<file path="src/rtl/riscv_wb_arbiter_if.sv">
// Bundle between the writeback arbiter and its neighbours: ALU result, LSU
// result FIFO handshake, LSU issue, decode hazard query, regfile write port
// and scoreboard view. The WB_FWD_EN build adds the raw regfile read data
// and the forwarded operand outputs.
interface riscv_wb_arbiter_if;
  logic        alu_valid;
  logic [4:0]  alu_rd;
  logic [31:0] alu_data;
  logic        lsu_valid;
  logic        lsu_ready;
  logic [4:0]  lsu_rd;
  logic [31:0] lsu_data;
  logic        lsu_issue_valid;
  logic [4:0]  lsu_issue_rd;
  logic [4:0]  dec_rs1;
  logic [4:0]  dec_rs2;
  logic [4:0]  dec_rd;
  logic        dec_stall;
  logic        we3;
  logic [4:0]  a3;
  logic [31:0] wd3;
  logic [31:0] busy;
`ifdef WB_FWD_EN
  logic [31:0] rd1_in;
  logic [31:0] rd2_in;
  logic [31:0] rd1_fwd;
  logic [31:0] rd2_fwd;
`endif

  // Arbiter side
  modport slave (
    input  alu_valid, alu_rd, alu_data,
    input  lsu_valid, lsu_rd, lsu_data, lsu_issue_valid, lsu_issue_rd,
    input  dec_rs1, dec_rs2, dec_rd,
    output lsu_ready, dec_stall, we3, a3, wd3, busy
`ifdef WB_FWD_EN
    , input rd1_in, rd2_in
    , output rd1_fwd, rd2_fwd
`endif
  );

  // Pipeline / testbench side
  modport master (
    output alu_valid, alu_rd, alu_data,
    output lsu_valid, lsu_rd, lsu_data, lsu_issue_valid, lsu_issue_rd,
    output dec_rs1, dec_rs2, dec_rd,
    input  lsu_ready, dec_stall, we3, a3, wd3, busy
`ifdef WB_FWD_EN
    , output rd1_in, rd2_in
    , input rd1_fwd, rd2_fwd
`endif
  );
endinterface

</file>
<file path="src/rtl/riscv_wb_arbiter.sv">
// Writeback arbiter in front of the regfile write port. ALU results always
// win; LSU results queue in a small FIFO and drain when the ALU is idle.
// A busy scoreboard tracks outstanding LSU destinations for decode stalls.
// Optional build macro WB_FWD_EN: clears busy bits in the we3 cycle and
// forwards the write port onto the decode operands.
module riscv_wb_arbiter #(
  parameter int FIFO_DEPTH = 4,
  parameter int PTR_W      = $clog2(FIFO_DEPTH)
) (
  input logic               clk,
  input logic               rst_n,
  riscv_wb_arbiter_if.slave wb
);

  localparam logic [PTR_W:0] DEPTH_C = (PTR_W+1)'(FIFO_DEPTH);

  logic [4:0]     rd_mem_q   [FIFO_DEPTH];
  logic [31:0]    data_mem_q [FIFO_DEPTH];
  logic [PTR_W-1:0] wr_ptr_q, rd_ptr_q;
  logic [PTR_W:0] count_q, count_d;
  logic           full, push, pop;

  logic           sel_valid;
  logic [4:0]     sel_rd;
  logic [31:0]    sel_data;

  logic           we3_q;
  logic [4:0]     a3_q;
  logic [31:0]    wd3_q;
  logic [31:0]    busy_q, busy_d;
  logic           clr_valid;
  logic [4:0]     clr_rd;

  assign full = (count_q == DEPTH_C);
  // A full FIFO refuses a push even when a pop frees a slot this cycle.
  assign push = wb.lsu_valid && !full;
  assign pop  = !wb.alu_valid && (count_q != '0);

  assign wb.lsu_ready = !full;

  // Source select for the write port registered at the next edge
  always_comb begin
    sel_valid = 1'b0;
    sel_rd    = '0;
    sel_data  = '0;
    if (wb.alu_valid) begin
      sel_valid = 1'b1;
      sel_rd    = wb.alu_rd;
      sel_data  = wb.alu_data;
    end else if (pop) begin
      sel_valid = 1'b1;
      sel_rd    = rd_mem_q[rd_ptr_q];
      sel_data  = data_mem_q[rd_ptr_q];
    end
  end

  // FIFO occupancy next value
  always_comb begin
    count_d = count_q;
    if (push && !pop)      count_d = count_q + (PTR_W+1)'(1);
    else if (!push && pop) count_d = count_q - (PTR_W+1)'(1);
  end

  // FIFO storage; contents need no reset because the pointers gate them
  always_ff @(posedge clk) begin
    if (push) begin
      rd_mem_q[wr_ptr_q]   <= wb.lsu_rd;
      data_mem_q[wr_ptr_q] <= wb.lsu_data;
    end
  end

  // FIFO pointers and count; power-of-two depth lets pointers wrap naturally
  always_ff @(posedge clk or negedge rst_n) begin
    if (!rst_n) begin
      wr_ptr_q <= '0;
      rd_ptr_q <= '0;
      count_q  <= '0;
    end else begin
      if (push) wr_ptr_q <= wr_ptr_q + PTR_W'(1);
      if (pop)  rd_ptr_q <= rd_ptr_q + PTR_W'(1);
      count_q <= count_d;
    end
  end

  // Registered regfile write port; x0 targets are suppressed here
  always_ff @(posedge clk or negedge rst_n) begin
    if (!rst_n) begin
      we3_q <= 1'b0;
      a3_q  <= '0;
      wd3_q <= '0;
    end else begin
      we3_q <= sel_valid && (sel_rd != 5'd0);
      if (sel_valid) begin
        a3_q  <= sel_rd;
        wd3_q <= sel_data;
      end
    end
  end

`ifdef WB_FWD_EN
  // Busy bit drops at the same edge the entry reaches we3
  assign clr_valid = pop;
  assign clr_rd    = rd_mem_q[rd_ptr_q];

  assign wb.rd1_fwd = (we3_q && (a3_q == wb.dec_rs1) && (wb.dec_rs1 != 5'd0)) ? wd3_q : wb.rd1_in;
  assign wb.rd2_fwd = (we3_q && (a3_q == wb.dec_rs2) && (wb.dec_rs2 != 5'd0)) ? wd3_q : wb.rd2_in;
`else
  logic lsu_wr_q;

  // Remember that the current we3 carries an LSU entry, so its busy bit
  // drops only after the regfile has committed it
  always_ff @(posedge clk or negedge rst_n) begin
    if (!rst_n) lsu_wr_q <= 1'b0;
    else        lsu_wr_q <= pop;
  end

  assign clr_valid = lsu_wr_q;
  assign clr_rd    = a3_q;
`endif

  // Scoreboard next value; a new issue beats a same-cycle clear
  always_comb begin
    busy_d = busy_q;
    if (clr_valid) busy_d[clr_rd] = 1'b0;
    if (wb.lsu_issue_valid && (wb.lsu_issue_rd != 5'd0)) busy_d[wb.lsu_issue_rd] = 1'b1;
    busy_d[0] = 1'b0;
  end

  // Scoreboard register
  always_ff @(posedge clk or negedge rst_n) begin
    if (!rst_n) busy_q <= '0;
    else        busy_q <= busy_d;
  end

  assign wb.dec_stall = busy_q[wb.dec_rs1] | busy_q[wb.dec_rs2] | busy_q[wb.dec_rd];
  assign wb.we3       = we3_q;
  assign wb.a3        = a3_q;
  assign wb.wd3       = wd3_q;
  assign wb.busy      = busy_q;

endmodule

</file>
<file path="src/flat_wrapper.sv">
// flat-port wrapper written by rule: the top's interface ports become plain ports
module riscv_wb_arbiter_flat 
#(
  parameter int FIFO_DEPTH = 4,
  parameter int PTR_W      = $clog2(FIFO_DEPTH)
)
  (clk, rst_n, wb_alu_valid, wb_alu_rd, wb_alu_data, wb_lsu_valid, wb_lsu_rd, wb_lsu_data, wb_lsu_issue_valid, wb_lsu_issue_rd, wb_dec_rs1, wb_dec_rs2, wb_dec_rd, wb_lsu_ready, wb_dec_stall, wb_we3, wb_a3, wb_wd3, wb_busy);
  riscv_wb_arbiter_if wb_i ();
  input logic clk;
  input logic rst_n;
  input wire logic [$bits(wb_i.alu_valid)-1:0] wb_alu_valid;
  input wire logic [$bits(wb_i.alu_rd)-1:0] wb_alu_rd;
  input wire logic [$bits(wb_i.alu_data)-1:0] wb_alu_data;
  input wire logic [$bits(wb_i.lsu_valid)-1:0] wb_lsu_valid;
  input wire logic [$bits(wb_i.lsu_rd)-1:0] wb_lsu_rd;
  input wire logic [$bits(wb_i.lsu_data)-1:0] wb_lsu_data;
  input wire logic [$bits(wb_i.lsu_issue_valid)-1:0] wb_lsu_issue_valid;
  input wire logic [$bits(wb_i.lsu_issue_rd)-1:0] wb_lsu_issue_rd;
  input wire logic [$bits(wb_i.dec_rs1)-1:0] wb_dec_rs1;
  input wire logic [$bits(wb_i.dec_rs2)-1:0] wb_dec_rs2;
  input wire logic [$bits(wb_i.dec_rd)-1:0] wb_dec_rd;
  output wire logic [$bits(wb_i.lsu_ready)-1:0] wb_lsu_ready;
  output wire logic [$bits(wb_i.dec_stall)-1:0] wb_dec_stall;
  output wire logic [$bits(wb_i.we3)-1:0] wb_we3;
  output wire logic [$bits(wb_i.a3)-1:0] wb_a3;
  output wire logic [$bits(wb_i.wd3)-1:0] wb_wd3;
  output wire logic [$bits(wb_i.busy)-1:0] wb_busy;
  assign wb_i.alu_valid = wb_alu_valid;
  assign wb_i.alu_rd = wb_alu_rd;
  assign wb_i.alu_data = wb_alu_data;
  assign wb_i.lsu_valid = wb_lsu_valid;
  assign wb_i.lsu_rd = wb_lsu_rd;
  assign wb_i.lsu_data = wb_lsu_data;
  assign wb_i.lsu_issue_valid = wb_lsu_issue_valid;
  assign wb_i.lsu_issue_rd = wb_lsu_issue_rd;
  assign wb_i.dec_rs1 = wb_dec_rs1;
  assign wb_i.dec_rs2 = wb_dec_rs2;
  assign wb_i.dec_rd = wb_dec_rd;
  assign wb_lsu_ready = wb_i.lsu_ready;
  assign wb_dec_stall = wb_i.dec_stall;
  assign wb_we3 = wb_i.we3;
  assign wb_a3 = wb_i.a3;
  assign wb_wd3 = wb_i.wd3;
  assign wb_busy = wb_i.busy;
  riscv_wb_arbiter #(.FIFO_DEPTH(FIFO_DEPTH), .PTR_W(PTR_W)) u_core (.clk(clk), .rst_n(rst_n), .wb(wb_i));
endmodule
</file>
<file path="config.mk">
export PLATFORM = sky130hd
export DESIGN_NAME = riscv_wb_arbiter_flat
export DESIGN_NICKNAME = d
export VERILOG_FILES = /design/src/rtl/riscv_wb_arbiter_if.sv /design/src/rtl/riscv_wb_arbiter.sv /design/src/flat_wrapper.sv
export SDC_FILE = /design/constraint.sdc
export NUM_CORES = 1
export LEC_CHECK = 0
export ABC_CLOCK_PERIOD_IN_PS = 2000
export BUFFER_PORTS_ARGS = -buffer_cell sky130_fd_sc_hd__buf_2
export CORE_MARGIN = 5
export CORE_UTILIZATION = 29
export CTS_BUF_LIST = sky130_fd_sc_hd__clkbuf_4
export CTS_CLUSTER_DIAMETER = 80
export DETAILED_ROUTE_END_ITERATION = 16
export HOLD_SLACK_MARGIN = 0.06
export PLACE_DENSITY_LB_ADDON = 0.1
export SLEW_MARGIN = 10
export SYNTH_ARGS = -nofsm -noshare
export SYNTH_HDL_FRONTEND = slang
export SYNTH_SLANG_ARGS = --single-unit
</file>
<file path="constraint.sdc">
create_clock -name clk -period 2 [get_ports clk]
set_clock_uncertainty 0.1 [all_clocks]
set_input_delay 0.2 -clock clk [delete_from_list [all_inputs] [get_ports clk]]
set_output_delay 0.2 -clock clk [all_outputs]
set_load 0.05 [all_outputs]
</file>
==> results of run 1 <==
## worst max-delay path by stage
stage                   endpoint  cells after the start
finish              wb_dec_stall                      5
global route        wb_dec_stall                      6
CTS                 wb_dec_stall                      6
detailed placement  wb_dec_stall                      7
global placement    wb_dec_stall                      7
floorplan           wb_dec_stall                      5
## final cells by class
class	instances	share of cell area [%]
flip-flops and latches	225	49.07
clock inverters	26	0.7761
diodes	2	0.03833
inverters	42	1.207
well taps	442	4.235
clock buffers	86	4.944
repair buffers	309	17.35
multi-input cells	280	22.38
## stage by stage
step	util, %	cells	hold WS [ns]	setup slack (ns)
after global placement	34.51	1195	0.1048	-0.1950
after global routing	40.14	1412	0.1188	-0.7814
final	40.14	1412	0.1827	-0.6192
after floorplan	-	577	-0.1956	-0.1684
after CTS	39.87	1405	0.1018	-0.6879
after detailed placement	34.51	1195	0.1147	-0.2146
## cell usage in the layout (no fill, tap or decap), drive strengths merged, types with 11 or more instances in the layout
master and count:
dlygate4sd3 89, dfrtp 77, clkinv 23, o21ai 63
edfxtp 148, clkbuf 86, mux4 50, a222oi 33
nand2 16, mux2 11, inv 45, nand3b 13
buf 220
## state kept, by name, summed over array words and instances (netlist names)
name,cells
u_core.clr_valid,1
u_core.count_q,3
u_core.data_mem_q,128
u_core.rd_mem_q,20
u_core.rd_ptr_q,2
u_core.wb.a3,5
u_core.wb.busy,31
u_core.wb.wd3,32
u_core.wb.we3,1
u_core.wr_ptr_q,2
## worst max-delay path: stages, from the launching register on
cell,delay [ns]
dfrtp_2,0.45
mux4_2,0.49
o2111ai_1,0.19
and4_1,0.22
nand4_1,0.12
buf_6,0.18
## logic make-up after synthesis
logic type,count (synthesis)
AOI/OAI and AO/OA,121
xor gates and xnor gates,6
adders and majority gates,6
buffers and inverters,72
DFF,225
muxes,69
other,1
and+or+nand+nor,77
## routing by layer
layer / global-route usage [%] / up-vias / part of all wire [%]
li1: - / 3057 / -
met1: 19.62 / 3410 / 43
met2: 23.87 / 287 / 48
met3: 3.342 / 58 / 7.4
met4: 4.834 / 0 / 1.9
met5: 0 / - / 0
## what timing repair did
action | 4_1_cts | 5_1_grt
pin swaps | 4 | 8
hold buffers | 90 | 0
buffers inserted | 8 | 5
endpoints found under the hold margin | 338 | 0
endpoints found under the setup margin | 2 | 4
resized for setup | 9 | 10
## power by group through the flow
| stage | combinational (µW) | sequential, µW | clock [µW] |
|---|---|---|---|
| 3_5_place_dp | 7430 | 7450 | 0 |
| 4_1_cts | 7760 | 7330 | 4050 |
| 6_report | 7700 | 7340 | 3850 |
| 2_1_floorplan | 3140 | 9170 | 0 |
| 3_3_place_gp | 7380 | 7370 | 0 |
| 5_1_grt | 8270 | 7490 | 4330 |
==> reports/results.ini, run 1 <==
[worst_setup_path]
r2r_start = u_core.count_q[1]$_DFFE_PN0P_
rrSetupSlack_ns = 0.05
startpoint = u_core.wb.busy[30]$_DFF_PN0_
critical_path_class = reg2out
r2r_end = u_core.count_q[1]$_DFFE_PN0P_
cp-start-kind = flop
crit_fanout = 5
required_ns = 1.70
end_kind = output pin
ff2ff_path_depth = 7
worstPathArrival_ns = 2.32

[synthesis]
synth_cell_types = 54
synth-compound-area-share_pct = 9.066
ys_ff_latch = 225
synth.largest_area_cell = edfxtp_1
synth_top_area_share_pct = 46.53
synth.area.top_cells = edfxtp_1, dfrtp_1, mux4_2
ys.warnings.count = 0
yosys.area_share.adder_pct = 0.8647
synth_commonest_cells = edfxtp_1, dfrtp_1, o21ai_0
synth_edf_count = 148
syn_area_mm2 = 0.009550
synth_sequential_area_ratio_pct = 66.71
synthXorXnorAreaFrac_pct = 0.5502
synth_top_family_by_area = multiplexers
synth_cells = 577
synthArstFlopShare_pct = 34.22
synth.most_common_cell = edfxtp_1
ys.flop_type = edfxtp_1
synthMuxAreaShare_pct = 14.12
yosys.area_share.simple_pct = 4.860
syn-num-nets = 682
syn_area_per_cell_um2 = 16.55

[timing]
min_period_ns = 2.619
setup_viol = 1
period_share_pct = 131.0
slew_headroom_pct = 65.40
finalSetupTns_ns = -0.6192
rsz0062_at_grt = true
slew_violations = 0
tightest_slew_ns = 0.5191
finalHoldViolCount = 0
max_freq_mhz = 381.8
setup_slack_ns = -0.6192

[pwr]
power_switching_share_pct = 40.48
ir_worst_vdd_uv = 698.7
p_sw_uw = 7647
power_frac_seq_pct = 38.9
comb_power_share_pct = 40.8
p_per_area_mw_per_mm2 = 1447
p_clk_share_pct = 20.4
power.total_uw = 18890
p_int_uw = 11250
power_leakage_uw = 0.005061

[drt]
antenna_left = 0
vias = 6812
dr.first_iter.drc_count = 434
wire_per_inst_um = 19.20
dr.pass1.iters = 6
drc_errors = 0
drt_wl_total_um = 27110
via_per_inst = 4.824

[die]
die_y_um = 191.5
rows = 66
die_area_mm2 = 0.03666
pin_count = 171
core_area_mm2 = 0.03254
start_util_pct = 29.35
die_w_um = 191.5

[placed_design]
gp_congestion = 0.8551
io_buffer_count = 169
dp_hpwl_um = 18320
post_dp_cell_area_mm2 = 0.01123

[clock_network]
cts_max_level = 2
clk_pin_slew_ns = 0.06
cts.path.max_buffers = 3
root_buffer = clkbuf_4
cts.sinks = 225
insertion_delay_ns = 0.66
cts_tree = done
cts_buffers = 59

[final_layout]
fillCellCount = 3135
seq_area_mm2 = 0.006407
area_delta_synth_final_pct = 36.74
layout-drive-gt1-share_pct = 44.52
multi_input_area_mm2 = 0.002923
fin_nets = 1022
design_area_mm2 = 0.01306

[run_status]
violations = setup timing
status = complete, but fails checks

[hold_path]
hold_path_class = in2reg
min_to = u_core.data_mem_q[3][16]$_DFFE_PP_
hold_path_depth = 2
worstHoldStart = wb_lsu_data[16]

[job]
drv_cap = 0

[grt]
grt.total_usage_pct = 14.70
grt_pass1_vias = 7381
grt_max_degree = 48
antenna_found_initial = 2
gr-total-overflow = 0
grt_pass1_wl_um = 41930

Power figures use the tool's default switching activity.
==> run 2, diff against run 1 <==
Settings changed: CTS_BUF_LIST sky130_fd_sc_hd__clkbuf_4 to not set.
==> run 2 against run 1 <==
The flow still finishes with violations (setup timing). Highest routed layer unchanged. Cell area is 0.51% lower. Flip-flop and latch count is the same. Die area stayed put. Hold slack lost 0.063 ns. Clock power grew 12%. Final cell count shrank 5.5%. Global-route usage decreased by 0.38 points. Non-clock buffer count fell by 9. Sequential share of layout area rose by 0.24 points. Combinational power is 0.5% lower.
==> reports/results.ini, run 2 (synthesized netlist as in run 1, its figures left out) <==
[final_layout]
final_util_pct = 39.93
max_flop_register = u_core.data_mem_q
final_cell_mix = buf_2, edfxtp_1, dlygate4sd3_1
design_area_mm2 = 0.01299
largest_reg_flops = 128
area_delta_synth_final_pct = 36.04
final_common_cell = buf_2
layout-drive-gt1-share_pct = 41.64
fin_nets = 978

[placed_design]
dp_hpwl_um = 18320
io_buffer_count = 169
gp_congestion = 0.8551
place_ws_ns = -0.2146
post_dp_cell_area_mm2 = 0.01123

[hold_path]
hold_path_class = in2async

[grt]
grt_pass1_wl_um = 40920
grt_pass1_vias = 7024
grt_max_degree = 48
grt.total_usage_pct = 14.32
antenna_found_initial = 1
gr-total-overflow = 0

[pwr]
power_frac_seq_pct = 38.0
power_leakage_uw = 0.004939
p_sw_uw = 7550
p_clk_share_pct = 22.4
p_per_area_mw_per_mm2 = 1489
p_int_uw = 11790
power_switching_share_pct = 39.03
ir_worst_vdd_uv = 872.4
comb_power_share_pct = 39.6

[worst_setup_path]
cp-start-kind = flop
required_ns = 1.70
startpoint = u_core.wb.busy[26]$_DFF_PN0_
rrSetupSlack_ns = 0.05
crit_fanout = 5
cp_slowest_stage_delay_ns = 0.49
r2r_start = u_core.count_q[0]$_DFFE_PN0P_
r2r_end = u_core.count_q[1]$_DFFE_PN0P_
worstPathArrival_ns = 2.18
crit_slowest_cell = mux4_2
worstSetupEndpoint = wb_dec_stall
end_kind = output pin
ff2ff_path_depth = 7
worstPathCellList = mux4_2 > nor2_2 > nor4b_2 > a311oi_2 > nand4_1 > buf_6
critical_path_class = reg2out

[run_status]
status = complete, but fails checks
violations = setup timing

[timing]
slew_violations = 0
finalHoldViolCount = 0
max_freq_mhz = 403.3
period_share_pct = 124.0
setup_slack_ns = -0.4798
slew_headroom_pct = 63.48
rsz0062_at_grt = true
tightest_slew_ns = 0.5479
setup_viol = 1
min_period_ns = 2.480
finalSetupTns_ns = -0.4798

[drt]
antenna_left = 0
via_per_inst = 4.896
dr.first_iter.drc_count = 516
wire_per_inst_um = 19.99
dr.pass1.iters = 6
drc_errors = 0
vias = 6531
drt_wl_total_um = 26670

[clock_network]
insertion_delay_ns = 0.51
cts_tree = done
root_buffer = clkbuf_16
cts_buffers = 24
clk_pin_slew_ns = 0.06
cts.sinks = 225
cts.path.max_buffers = 3
cts_max_level = 1

[die]
core_area_mm2 = 0.03254
die_y_um = 191.5
pin_count = 171
die_w_um = 191.5
die_area_mm2 = 0.03666
rows = 66
start_util_pct = 29.35

[job]
drv_cap = 0

## run 2: cell count changes in the layout (fill, tap and decap cells not counted), moves of 3 or more
cell	delta
clkinvlp_4	+4
buf_4	-3
inv_2	-3
clkbuf_4	-86
clkinv_1	-19
clkbuf_1	+7
clkbuf_16	+25
dlygate4sd3_1	-5
clkbuf_8	+4
## run 2: metrics by stage
step	hold slack, ns	power [µW]	instances
after floorplan	-0.1956	12310	577
after global placement	0.1048	14750	1195
after detailed placement	0.1147	14880	1195
after CTS	0.1165	19530	1329
after global routing	0.1226	20390	1334
final	0.1201	19340	1334
## run 2: worst min path at each step
stage | start | end | slack [ns] | depth (start not counted)
after floorplan | rst_n | u_core.clr_valid$_DFF_PN0_ | -0.20 | 0
after global placement | rst_n | u_core.wb.wd3[6]$_DFFE_PN0P_ | 0.10 | 1
after detailed placement | rst_n | u_core.wb.wd3[6]$_DFFE_PN0P_ | 0.11 | 1
after CTS | rst_n | u_core.rd_ptr_q[1]$_DFFE_PN0P_ | 0.12 | 2
after global routing | wb_lsu_issue_valid | u_core.wb.busy[28]$_DFF_PN0_ | 0.12 | 3
final | rst_n | u_core.wb.wd3[6]$_DFFE_PN0P_ | 0.12 | 2
## run 2: cell type report
| type | instances | area [µm²] |
|---|---|---|
| Clock buffer | 36 | 706.9 |
| Inverter | 42 | 157.7 |
| Antenna cell | 1 | 2.502 |
| Tap cell | 442 | 553.0 |
| Fill cell | 3119 | 19540 |
| Clock inverter | 8 | 73.82 |
| Sequential cell | 225 | 6406 |
| Timing Repair Buffer | 300 | 2173 |
| Multi-Input combinational cell | 280 | 2919 |
## run 2: power groups by stage
stage	logic [µW]	registers [µW]	clock network (µW)
after floorplan	3140	9170	0
after global placement	7380	7370	0
after CTS	7720	7340	4470
after global routing	8210	7500	4680
after detailed placement	7430	7450	0
final	7660	7360	4330
## run 2: critical path: cells and delay by family (launching register included)
family	cells	cell delay, ns
compound gates	1	0.23
buf+inv	1	0.18
flops	1	0.44
mux	1	0.49
simple gates	3	0.33
## run 2: what timing repair did
item / in CTS / in global routing
gates resized for setup: 9 / 9
pin swaps: 2 / 9
buffers inserted: 6 / 4
hold buffers: 84 / 0
hold endpoints to repair: 297 / 0
endpoints found under the setup margin: 2 / 2
## run 2: routing by layer
| metal | part of all wire, % | global-route usage (%) |
|---|---|---|
| met2 | 48 | 23.79 |
| met1 | 43 | 19.37 |
| met5 | 0 | 0 |
| met3 | 7.1 | 2.757 |
| met4 | 2.0 | 3.785 |
==> run 3, diff against run 2 <==
==> constraint.sdc (replaced) <==
create_clock -name clk -period 2 [get_ports clk]
set_clock_uncertainty 0.1 [all_clocks]
set_input_delay 0.5 -clock clk [delete_from_list [all_inputs] [get_ports clk]]
set_output_delay 0.5 -clock clk [all_outputs]
set_load 0.05 [all_outputs]
==> run 3 against run 2 <==
The run still ends with setup timing left. Non-clock buffer count decreased by 38. Utilization decreased by 1.4 points. First-iteration DRC count decreased by 19%. Final cell count decreased by 2.9%. Critical path depth unchanged. Fmax decreased by 12%. Register-to-register slack about the same. Sequential power decreased by 1%. Cell area decreased by 3.4%. Combinational power increased by 5.1%. Total power increased by 2.6%. Die area unchanged.
==> reports/results.ini, run 3 (synthesized netlist as in run 1, its figures left out) <==
[run_status]
status = complete, but fails checks
violations = setup timing

[grt]
antenna_found_initial = 7
grt.total_usage_pct = 14.73
grt_pass1_vias = 6947
use_met2_pct = 25.68
grtUsageMet1_pct = 18.53
grt_max_degree = 40
gr-total-overflow = 0
grt_pass1_wl_um = 41690
grt.busiest_layer = met2
use_met3_pct = 3.561

[clock_network]
cts_tree = done
cts.path.max_buffers = 3
root_buffer = clkbuf_16
cts_max_level = 1
cts_buffers = 24
cts.sinks = 225
clk_pin_slew_ns = 0.06
insertion_delay_ns = 0.51

[final_layout]
design_area_mm2 = 0.01255
final_cell_mix = buf_2, edfxtp_1, buf_4
antennaDiodeCount = 0
layout-drive-gt1-share_pct = 47.48
final_common_cell = buf_2
area_delta_synth_final_pct = 31.42
largest_reg_flops = 128
max_flop_register = u_core.data_mem_q
stdcell_count = 1295
fin_nets = 940
fillCellCount = 3199

[worst_setup_path]
worstSetupEndpoint = wb_dec_stall
cp-start-kind = flop
ff2ff_path_depth = 7
r2r_end = u_core.count_q[1]$_DFFE_PN0P_
critical_path_class = reg2out
worstPathCellList = mux4_2 > nor2_1 > nor4b_1 > a311oi_2 > nand4_1 > buf_6
worstPathArrival_ns = 2.22
r2r_start = u_core.count_q[1]$_DFFE_PN0P_
crit_fanout = 5
cp_slowest_stage_delay_ns = 0.47
end_kind = output pin
required_ns = 1.40
crit_buf_inv = 1
rrSetupSlack_ns = 0.06
crit_slowest_cell = mux4_2
crit_family = multiplexers
cp.depth = 6
startpoint = u_core.wb.busy[16]$_DFF_PN0_

[timing]
setup_slack_ns = -0.8215
slew_violations = 0
finalHoldViolCount = 0
setup_viol = 1
rsz0062_at_grt = true
slew_headroom_pct = 64.87
min_period_ns = 2.821
tightest_slew_ns = 0.5270
period_share_pct = 141.1
max_freq_mhz = 354.4

[job]
drv_cap = 0

[die]
core_area_mm2 = 0.03254
die_y_um = 191.5
start_util_pct = 29.35
die_w_um = 191.5
rows = 66
pin_count = 171
die_area_mm2 = 0.03666

[pwr]
p_int_uw = 12240
p_per_area_mw_per_mm2 = 1580
power_switching_share_pct = 38.31
power_frac_seq_pct = 36.7
p_clk_share_pct = 22.7
p_sw_uw = 7600
power_leakage_uw = 0.004855
ir_worst_vdd_uv = 774.8
comb_power_share_pct = 40.6

[placed_design]
dp_hpwl_um = 20240
io_buffer_count = 169
place_ws_ns = -0.6654
gp_congestion = 0.8479
post_dp_cell_area_mm2 = 0.01161
dp.cells = 1245

[drt]
drc_errors = 0
vias = 6397
antenna_left = 0
via_per_inst = 4.940
dr.first_iter.drc_count = 417
drt_wl_total_um = 27300
wire_per_inst_um = 21.08
dr.pass1.iters = 7

[hold_path]
hold_path_class = in2reg
worstHoldStart = wb_lsu_rd[2]
hold_path_depth = 1

[run 3: cell count changes in the layout (fill, tap and decap cells not counted), sizes merged]
cell | before | now
dlygate4sd3 | 84 | 1
buf | 216 | 260
clkinv | 3 | 7
clkbuf | 36 | 33
bufinv | 1 | 3
clkinvlp | 4 | 2
diode | 1 | 0
[run 3: layout make-up]
type / instances / area, µm² / share of cell area [%]
Sequential cell: 225 / 6396 / 50.96
Multi-Input combinational cell: 280 / 2898 / 23.09
Timing Repair Buffer: 262 / 1735 / 13.83
Clock buffer: 32 / 671.9 / 5.353
Tap cell: 442 / 553.0 / 4.406
Inverter: 42 / 157.7 / 1.256
Clock inverter: 12 / 138.9 / 1.107
[run 3: stage by stage]
step	hold WS, ns	utilization [%]	TNS (ns)	total power (µW)
global route	0.07588	38.57	-0.9238	20890
floorplan	0.1044	-	-0.5140	12300
global placement	0.3358	35.68	-1.258	15210
finish	0.09737	38.57	-0.8215	19840
CTS	0.07490	38.42	-0.8354	20080
detailed placement	0.3454	35.68	-2.621	15360
[run 3: power groups by stage]
stage,clock (µW),combinational [µW],sequential (µW)
6_report,4500,8050,7280
5_1_grt,4840,8630,7430
3_3_place_gp,0,7930,7280
4_1_cts,4640,8150,7290
2_1_floorplan,0,3170,9130
3_5_place_dp,0,8010,7360
[run 3: timing repair]
action                                 in CTS  in global routing
setup endpoints to repair                  10                 11
pin swaps                                   1                 10
hold buffers                                1                  0
buffers inserted                            3                  3
endpoints found under the hold margin      22                  0
resized for setup                          19                 14
[run 3: worst min-delay path by stage]
| stage | end | slack (ns) |
|---|---|---|
| after floorplan | u_core.clr_valid$_DFF_PN0_ | 0.10 |
| after global placement | u_core.wb.wd3[7]$_DFFE_PN0P_ | 0.34 |
| after detailed placement | u_core.wb.wd3[7]$_DFFE_PN0P_ | 0.35 |
| after CTS | u_core.data_mem_q[3][25]$_DFFE_PP_ | 0.07 |
| after global routing | u_core.data_mem_q[3][25]$_DFFE_PP_ | 0.08 |
| final | u_core.rd_mem_q[0][2]$_DFFE_PP_ | 0.1 |
[run 3: per-layer routing]
layer	up-vias	share of wire, %
met4	14	1.9
met3	48	7.7
met5	-	0.26
met1	3253	40
li1	2839	-
met2	243	50
[run 3: worst register-to-register path, delay by kind of cell, from the launching register on]
| kind | cells | cell delay [ns] |
|---|---|---|
| mux | 1 | 0.28 |
| flops | 1 | 0.44 |
| buf+inv | 1 | 0.05 |
| simple gates | 3 | 0.39 |
| fa+ha+maj | 2 | 0.58 |
